[src/rtl/alu_seq_pkg.sv]
// Shared definitions for the sequential ALU: op-code and FSM state encodings.
package alu_seq_pkg;

    typedef enum logic [3:0] {
        OP_ADC   = 4'd0,
        OP_SBC   = 4'd1,
        OP_AND   = 4'd2,
        OP_ORA   = 4'd3,
        OP_EOR   = 4'd4,
        OP_ASL   = 4'd5,
        OP_LSR   = 4'd6,
        OP_ROL   = 4'd7,
        OP_ROR   = 4'd8,
        OP_CMP   = 4'd9,
        OP_INC   = 4'd10,
        OP_DEC   = 4'd11,
        OP_PASSB = 4'd12
    } op_t;

    typedef enum logic [1:0] {
        S_IDLE = 2'd0,
        S_CALC = 2'd1,
        S_DONE = 2'd2
    } state_t;

endpackage

[src/rtl/alu_seq_bcd_digit.sv]
// One-nibble decimal add/subtract cell; deterministic for non-BCD digits.
module bcd_digit (
    input  logic [3:0] a_d,
    input  logic [3:0] b_d,
    input  logic       c_in,
    input  logic       sub,
    output logic [3:0] nib,
    output logic       c_out
);

    logic [4:0] w_sum;
    logic [5:0] w_diff;

    always_comb begin
        w_sum  = {1'b0, a_d} + {1'b0, b_d} + {4'b0, c_in};
        w_diff = {2'b0, a_d} - {2'b0, b_d} - {5'b0, ~c_in};
        nib    = '0;
        c_out  = 1'b0;
        if (sub) begin
            if ($signed(w_diff) < 6'sd0) begin
                nib   = w_diff[3:0] - 4'd6;
                c_out = 1'b0;
            end else begin
                nib   = w_diff[3:0];
                c_out = 1'b1;
            end
        end else if (w_sum > 5'd9) begin
            nib   = w_sum[3:0] + 4'd6;
            c_out = 1'b1;
        end else begin
            nib   = w_sum[3:0];
            c_out = 1'b0;
        end
    end

endmodule

[src/rtl/alu_seq.sv]
// Handshaked 6502-style ALU: binary ops in one cycle, decimal ADC/SBC
// digit-serially through a reused bcd_digit cell.
module alu_seq
    import alu_seq_pkg::*;
#(
    parameter int unsigned WIDTH = 8
) (
    input  logic             clk,
    input  logic             rst_n,
    input  logic             in_valid,
    output logic             in_ready,
    input  logic [3:0]       op,
    input  logic [WIDTH-1:0] a,
    input  logic [WIDTH-1:0] b,
    input  logic             cin,
    input  logic             bcd,
    output logic             out_valid,
    input  logic             out_ready,
    output logic [WIDTH-1:0] result,
    output logic             c_out,
    output logic             v_out,
    output logic             n_out,
    output logic             z_out,
    output logic             hc_out,
    output logic             busy
);

    localparam int unsigned NDIG = WIDTH / 4;
    localparam int unsigned KW   = (NDIG > 1) ? $clog2(NDIG) : 1;
    localparam int unsigned MSB  = WIDTH - 1;

    state_t           r_state;
    logic [WIDTH-1:0] r_a, r_b, r_res;
    logic [KW-1:0]    r_k;
    logic             r_sub, r_carry, r_c, r_v, r_n, r_z, r_hc;

    logic             w_accept, w_dec;
    logic [WIDTH-1:0] w_bx, w_res, w_dres;
    logic [WIDTH:0]   w_sum;
    logic             w_c, w_v, w_hc;
    logic [3:0]       w_nib;
    logic             w_dc;

    assign in_ready = (r_state == S_IDLE) || (r_state == S_DONE && out_ready);
    assign w_accept = in_valid && in_ready;
    assign w_dec    = bcd && (op == OP_ADC || op == OP_SBC);

    // SBC and CMP share the adder by inverting B; CMP forces the carry-in.
    always_comb begin
        w_bx  = (op == OP_SBC || op == OP_CMP) ? ~b : b;
        w_sum = {1'b0, a} + {1'b0, w_bx} + {{WIDTH{1'b0}}, (op == OP_CMP) ? 1'b1 : cin};
        w_res = a;
        w_c   = cin;
        w_v   = 1'b0;
        w_hc  = 1'b0;
        case (op)
            OP_ADC, OP_SBC: begin
                w_res = w_sum[MSB:0];
                w_c   = w_sum[WIDTH];
                w_v   = (a[MSB] == w_bx[MSB]) && (w_sum[MSB] != a[MSB]);
                w_hc  = (5'(a[3:0]) + 5'(w_bx[3:0]) + 5'(cin)) > 5'd15;
            end
            OP_AND:   w_res = a & b;
            OP_ORA:   w_res = a | b;
            OP_EOR:   w_res = a ^ b;
            OP_ASL:   begin w_res = {a[MSB-1:0], 1'b0}; w_c = a[MSB]; end
            OP_LSR:   begin w_res = {1'b0, a[MSB:1]};   w_c = a[0];   end
            OP_ROL:   begin w_res = {a[MSB-1:0], cin};  w_c = a[MSB]; end
            OP_ROR:   begin w_res = {cin, a[MSB:1]};    w_c = a[0];   end
            OP_CMP:   begin w_res = w_sum[MSB:0]; w_c = w_sum[WIDTH]; end
            OP_INC:   begin w_res = a + WIDTH'(1); w_c = 1'b0; end
            OP_DEC:   begin w_res = a - WIDTH'(1); w_c = 1'b0; end
            OP_PASSB: w_res = b;
            default:  ;
        endcase
    end

    bcd_digit u_digit (
        .a_d   (r_a[{r_k, 2'b00} +: 4]),
        .b_d   (r_b[{r_k, 2'b00} +: 4]),
        .c_in  (r_carry),
        .sub   (r_sub),
        .nib   (w_nib),
        .c_out (w_dc)
    );

    always_comb begin
        w_dres = r_res;
        w_dres[{r_k, 2'b00} +: 4] = w_nib;
    end

    always_ff @(posedge clk or negedge rst_n) begin
        if (!rst_n) begin
            r_state <= S_IDLE;
            r_a     <= '0;
            r_b     <= '0;
            r_res   <= '0;
            r_k     <= '0;
            r_sub   <= 1'b0;
            r_carry <= 1'b0;
            r_c     <= 1'b0;
            r_v     <= 1'b0;
            r_n     <= 1'b0;
            r_z     <= 1'b0;
            r_hc    <= 1'b0;
        end else begin
            case (r_state)
                S_IDLE, S_DONE: begin
                    if (w_accept) begin
                        r_a   <= a;
                        r_b   <= b;
                        r_sub <= (op == OP_SBC);
                        r_v   <= w_v;
                        if (w_dec) begin
                            r_state <= S_CALC;
                            r_k     <= '0;
                            r_carry <= cin;
                            r_res   <= '0;
                        end else begin
                            r_state <= S_DONE;
                            r_res   <= w_res;
                            r_c     <= w_c;
                            r_hc    <= w_hc;
                            r_n     <= w_res[MSB];
                            r_z     <= (w_res == '0);
                        end
                    end else if (r_state == S_DONE && out_ready) begin
                        r_state <= S_IDLE;
                    end
                end
                S_CALC: begin
                    r_res   <= w_dres;
                    r_carry <= w_dc;
                    if (r_k == '0) r_hc <= w_dc;
                    if (r_k == KW'(NDIG - 1)) begin
                        r_state <= S_DONE;
                        r_c     <= w_dc;
                        r_n     <= w_dres[MSB];
                        r_z     <= (w_dres == '0);
                    end else begin
                        r_k <= r_k + KW'(1);
                    end
                end
                default: r_state <= S_IDLE;
            endcase
        end
    end

    assign out_valid = (r_state == S_DONE);
    assign busy      = (r_state != S_IDLE);
    assign result    = r_res;
    assign c_out     = r_c;
    assign v_out     = r_v;
    assign n_out     = r_n;
    assign z_out     = r_z;
    assign hc_out    = r_hc;

endmodule
[config.mk]
export PLATFORM = sky130hd
export DESIGN_NAME = alu_seq
export DESIGN_NICKNAME = d
export VERILOG_FILES = /design/src/rtl/alu_seq_pkg.sv /design/src/rtl/alu_seq_bcd_digit.sv /design/src/rtl/alu_seq.sv
export SDC_FILE = /design/constraint.sdc
export NUM_CORES = 1
export LEC_CHECK = 0
export ABC_AREA = 1
export CAP_MARGIN = 20
export CORE_MARGIN = 2
export CORE_UTILIZATION = 35
export DETAILED_ROUTE_END_ITERATION = 16
export GPL_ROUTABILITY_DRIVEN = 0
export SLEW_MARGIN = 20
export SYNTH_ARGS = -nofsm -noshare
export SYNTH_HDL_FRONTEND = slang
export SYNTH_SLANG_ARGS = --single-unit
[constraint.sdc]
create_clock -name clk -period 9.2 [get_ports clk]
set_clock_uncertainty 0.15 [all_clocks]
set_input_delay 2.76 -clock clk [delete_from_list [all_inputs] [get_ports clk]]
set_output_delay 2.76 -clock clk [all_outputs]
set_load 0.02 [all_outputs]
; After elaboration in Yosys (flattened, before gate mapping)
; Index checks and enable logic that the tools add are counted.
[word_totals]
romBits = 0
ram_bits = 0
ff_bits = 34
input_bits = 26
word_cells = 129
latchBits = 0
n_memories = 0
[op_classes]
multipliers = 0
n_shift = 4
addsub = 14
mux = 44
n_bitwise = 5
n_reduce_logical = 25
eq_ne = 22
n_div = 0
order_cmp = 3
[op_table]
columns = cell, count
row1 = one-hot mux 8 bit (11 select lines), 1
row2 = 2-to-1 mux 8 bit, 3
row3 = 2-to-1 mux 1 bit, 23
row4 = "equality test 4 bit, second input constant", 5
row5 = "equality test 4 x 3 -> 1 bit, second input constant", 4
row6 = zero test 8 bit, 2
row7 = one-hot mux 8 bit (2 select lines), 1
row8 = variable part select 8 x 4 -> 4 bit, 2
row9 = 2-to-1 mux 4 bit, 3
row10 = one-hot mux 1 bit (2 select lines), 6
row11 = adder 4 x 4 -> 5 bit, 2
row12 = adder 5 x 1 -> 5 bit, 2
row13 = "> comparator 5 x 4 -> 1 bit, second input constant", 2
row14 = "inequality test 2 bit, second input constant", 5
row15 = OR reduction 2 bit, 5
row16 = adder 8 x 8 -> 9 bit, 1
row17 = adder 9 x 1 -> 9 bit, 1
row18 = "adder 8 x 1 -> 8 bit, second input constant", 1
row19 = bitwise AND 8 bit, 1
row20 = bitwise mux 8 bit, 1
row21 = "equality test 4 x 2 -> 1 bit, second input constant", 2
row22 = 2-to-1 mux 2 bit, 4
row23 = inverter 8 bit, 1
row24 = OR 8 bit, 1
row25 = other kinds (29), 38

; Logic depth before layout (Yosys ltp)
[logic_depth]
ltp_word = 11
mapped_depth = 26
mapped_depth_nobuf = 24

; Modules after synthesis
; A second synthesis with hierarchy kept.
[unflattened]
cells_unflattened = 626
hier_area_um2 = 4078.9
[modules_own_cells]
columns = mod, instances, seq_area_each_um2, area_per_inst_um2, cells_per_inst
row1 = alu_seq, 1, 850.8, 3415.8, 526
row2 = bcd_digit, 1, 0.0, 663.1, 100

; Least setup slack after synthesis
; Ideal clock, no wire load.
[synth_path]
kind = in2out
start = in out_ready
end = out in_ready
required_time_ns = 6.290
n_path_buf = 0
arrival_ns = 3.167
slack_ns = 3.123
path_stages = 2
path_cell_list = inv_1 a21oi_1
[synth_between]
elab_chain_len = 2
[synth_rtl]
columns = item, line_no
row1 = from (decl), alu_seq.sv:18  ; input logic out_ready,
row2 = logical AND 1 bit, alu_seq.sv:44  ; assign in_ready = (r_state == S_IDLE) || (r_state == S_DONE && out_ready);
row3 = logical OR 1 bit, alu_seq.sv:44
row4 = to (decl), alu_seq.sv:11  ; output logic in_ready,
; Every way passes these cells.

; Worst setup path after layout
; Same ends and word-level chain as after synthesis.

==> impl_table.tex <==
\begin{tabular}{lr}
\hline
Metric & Value \\
\hline
\multicolumn{2}{l}{\textbf{Finish}} \\
\quad Total Nets Final & 750 \\
\quad Most used cells in the layout excluding fill and tap cells & nand2\_1 (203), inv\_1 (102), nand3\_1 (70) \\
\quad Most common library cell in the layout ignoring fill and taps & nand2\_1 \\
\quad Sequential cell area & 851 sq um \\
\quad Area grow syn2layout & 17.0\% \\
\quad Share of layout cells above drive strength 1 & between 3 and 4\% \\
\quad Multi-input logic area & around 2700 sq um \\
\quad Final standard cell count with taps included and fillers excluded & 820 \\
\quad Fill cell instance count of the final layout & roughly 1200 \\
\quad Number of inserted diodes & 0 \\
\quad Post-layout utilization of the core & around two fifths \\
\multicolumn{2}{l}{\textbf{STA}} \\
\quad Top achievable clock speed & $\sim$140 MHz \\
\quad Hold Violations, Final & 0 \\
\quad Post-Route Setup TNS & 0 ps \\
\quad Actual transition at the worst max-transition pin & between 800 and 900 ps \\
\quad Time the final worst path needs with I/O delays and setup & approximately 7000 ps \\
\quad Setup repair after global routing missed its margin & false \\
\quad Total of endpoints with negative setup slack in the final report & 0 \\
\quad Final period utilization & about three quarters \\
\quad Total count of max-transition violations in the final report & 0 \\
\quad Slew Limit Headroom & between 40\% and 50\% \\
\quad Setup WS post-layout & approximately 2200 ps \\
\multicolumn{2}{l}{\textbf{Global routing}} \\
\quad Tot GR Track Use & 20.1\% \\
\quad Aggregate global routing overflow & 0 \\
\quad Pin count of the biggest net entering global routing & 39 \\
\quad Initial antenna violation count & 0 \\
\quad Vias in the first global route & $\sim$4000 \\
\quad Wire length of the first global-routing pass & 20200 um \\
\multicolumn{2}{l}{\textbf{Critical path}} \\
\quad Required time reported for the critical path endpoint & 6290 ps \\
\quad Critical Path Max Stage Delay & between 600 and 700 ps \\
\quad Kind of capture point of the worst setup path & output port \\
\quad Worst-path cell chain & clkdlybuf4s50\_1 -> inv\_1 -> a21oi\_1 -> clkdlybuf4s50\_1 \\
\quad Reg2Reg Capture Point & hc\_out\$\_DFFE\_PN0P\_ \\
\quad Worst Setup Start Kind & input port \\
\quad Destination of the critical timing path & in\_ready \\
\quad CP max FO & 2 \\
\quad Library cell contributing the largest single delay on the critical path & clkdlybuf4s50\_1 \\
\quad Crit-path most repeated cell & clkdlybuf4s50\_1 \\
\quad Number of cell instances on the worst register-to-register path & 18 \\
\quad Setup Crit Path Kind & input port to output port \\
\quad Data arrival time of the critical path & 4090 ps \\
\quad Reg-to-reg startpoint & r\_k\$\_DFFE\_PN0P\_ \\
\quad Worst setup path startpoint & out\_ready \\
\quad Minimum setup slack among reg-to-reg paths & 5050 ps \\
\multicolumn{2}{l}{\textbf{Detailed routing}} \\
\quad Total vias in the final route & $\sim$4200 \\
\quad Final wirelength & $\sim$12000 um \\
\quad Number of DRC violations after detailed routing & 0 \\
\quad DRT antenna net count & 0 \\
\quad First drt pass iteration count & 5 \\
\quad First-iteration detailed-routing DRC count & 296 \\
\quad Routed WL per cell & about 15 um \\
\quad Average vias per placed instance & around 5.2 \\
\multicolumn{2}{l}{\textbf{Floorplan}} \\
\quad Area of the placeable core & about 11000 sq um \\
\quad Die Footprint & between 10000 and 15000 sq um \\
\quad Die extent in x & roughly 110 um \\
\quad Die H & 111 um \\
\quad Number of top-level design ports & 42 \\
\quad Total number of placement rows & 39 \\
\quad Initial core utilization & between 30\% and 40\% \\
\multicolumn{2}{l}{\textbf{Yosys}} \\
\quad Post-synthesis cell area & between 4000 and 5000 sq um \\
\quad Average size of a mapped cell & about 6.3 sq um \\
\quad Sequential share of the synthesized area & around a fifth \\
\quad Number of synthesized register bits & 34 \\
\quad Count of flip-flops with a built-in enable after synthesis & 0 \\
\quad Count of cell types in the netlist & 35 \\
\quad Number of nets produced by synthesis & 712 \\
\quad Post-synth top flop & dfrtp\_1 \\
\quad Share of async-settable or async-resettable flops after synthesis & 100\% \\
\quad Yosys warnings & 0 \\
\quad Post-Syn Instances & around 640 \\
\multicolumn{2}{l}{\textbf{Clock tree}} \\
\quad Clock tree from TritonCTS & built \\
\quad Clock-pin slew of the registers on the worst-case setup and hold paths & 60 ps \\
\quad Number of cells upsized or downsized after cts & 0 \\
\quad Setup repair bufs after CTS & 0 \\
\quad Worst-Skew Late Latency & between 200 and 300 ps \\
\quad Number of clock sinks & 34 \\
\quad Cell at the root of the clock tree & clkbuf\_16 \\
\quad H-tree depth & 2 \\
\quad Count of hold-fix buffers inserted at cts & 0 \\
\quad Maximum number of buffers from clock root to sink & 2 \\
\quad Total clock buffers created by CTS & 5 \\
\multicolumn{2}{l}{\textbf{Power and ir drop}} \\
\quad Power density normalized to cell area & 216 nW/um\^{}2 \\
\quad Internal power consumption & 0.525 mW \\
\quad Net Sw Power & around 0.5 mW \\
\quad Clock group share of total power & $\sim$17\% \\
\quad Static power due to leakage & between 2 and 3 nW \\
\quad Share of total power in sequential cells & between 20\% and 30\% \\
\quad Switching portion of total power & between 40 and 50\% \\
\quad PnR Total Power & between 1 and 1.5 mW \\
\quad Combinational cell fraction of total power & between 60 and 70\% \\
\quad Maximum resistive drop on vdd & between 0.00015 and 0.0002 V \\
\multicolumn{2}{l}{\textbf{Place}} \\
\quad Post-placement cell count & around 800 \\
\quad HPWL after detailed placement & around 9700 um \\
\quad Post-placement worst setup slack & 2220 ps \\
\quad IO Port Bufs & 41 \\
\multicolumn{2}{l}{\textbf{Hold path}} \\
\quad Hold Path Depth & 1 \\
\quad Type of the most critical hold path & register to register \\
\multicolumn{2}{l}{\textbf{Outcome}} \\
\quad Result of the run & completed \\
\multicolumn{2}{l}{\textbf{Job}} \\
\quad Max-cap violation count & 0 \\
\hline
\end{tabular}
-- area by class of cell --
| type | instances | share of cell area (%) |
|---|---|---|
| inverter | 105 | 8.38 |
| clock buffer | 7 | 3.03 |
| timing repair buffer | 42 | 8.89 |
| multi-input combinational | 488 | 57.7 |
| tap | 143 | 3.81 |
| clock inverter | 1 | 0.106 |
| sequential | 34 | 18.1 |
-- synth_stat cells, types with 2 or more instances --
library cell	count	share of area, %
nor3_1	4	0.50
ha_1	40	12
nand3b_1	5	0.93
inv_1	102	9.5
nor2_1	40	3.7
dfrtp_1	34	21
nand2_1	204	19
xor2_1	12	2.6
or2_2	7	1.1
clkbuf_8	2	0.68
fa_1	8	4.0
o21ai_0	42	5.2
nand2_2	2	0.31
buf_2	3	0.37
inv_2	2	0.19
nor2_2	2	0.31
o31ai_1	2	0.37
a21oi_1	20	2.5
clkbuf_1	5	0.47
nand4_1	9	1.4
nand3_1	70	8.7
o221ai_1	3	0.65
o211ai_1	8	1.5
-- per-stage QoR --
| stage | hold WS [ps] | cell area (sq um) |
|---|---|---|
| finish | 332 | 4700 |
| global placement | 312 | 4550 |
| global route | 358 | 4700 |
| detailed placement | 320 | 4550 |
| floorplan | 296 | 4020 |
| CTS | 333 | 4700 |
-- sequential cells by signal (all words and copies together), names as in the netlist, 2 cells and up --
signal,flops
r_a,8
r_b,8
result,8
r_state,2
-- per-layer routing --
layer	up-vias	track usage, %	routed length (um)
li1	2117	-	-
met1	1955	27.2	5560
met2	148	33.4	5640
met3	19	2.52	675
met4	0	6.01	279
met5	-	0	0
-- critical path, delay by kind of cell --
family | cells | cell delay, ps
AOI/OAI and AO/OA | 1 | 190
buffers and inverters | 3 | 1140
-- power by group through the flow --
stage	Clock, mW	Combinational (mW)	Sequential, mW
2_1_floorplan	0	0.464	0.209
3_3_place_gp	0	0.608	0.207
3_5_place_dp	0	0.635	0.208
4_1_cts	0.173	0.639	0.205
5_1_grt	0.180	0.729	0.211
6_report	0.170	0.639	0.205
-- logic make-up (layout without fill, tap and decap cells) --
group	after synthesis	after routing	share of synthesized area [%]
and+or+nand+nor	344	344	36.3
DFF	34	34	21.2
AOI/OAI and AO/OA	82	82	11.5
xor gates and xnor gates	12	12	2.61
adders and majority gates	48	48	16.4
buffers and inverters	116	155	11.4
muxes	2	2	0.529
-- how the worst min path moves through the flow --
stage	startpoint	endpoint	slack (ps)
2_1_floorplan	r_a[4]$_DFFE_PN0P_	r_a[4]$_DFFE_PN0P_	300
3_3_place_gp	r_a[5]$_DFFE_PN0P_	r_a[5]$_DFFE_PN0P_	310
3_5_place_dp	r_a[4]$_DFFE_PN0P_	r_a[4]$_DFFE_PN0P_	320
4_1_cts	r_a[4]$_DFFE_PN0P_	r_a[4]$_DFFE_PN0P_	330
5_1_grt	r_b[3]$_DFFE_PN0P_	r_b[3]$_DFFE_PN0P_	360
6_report	c_out$_DFFE_PN0P_	c_out$_DFFE_PN0P_	330
(Power assumes the default switching activity.)
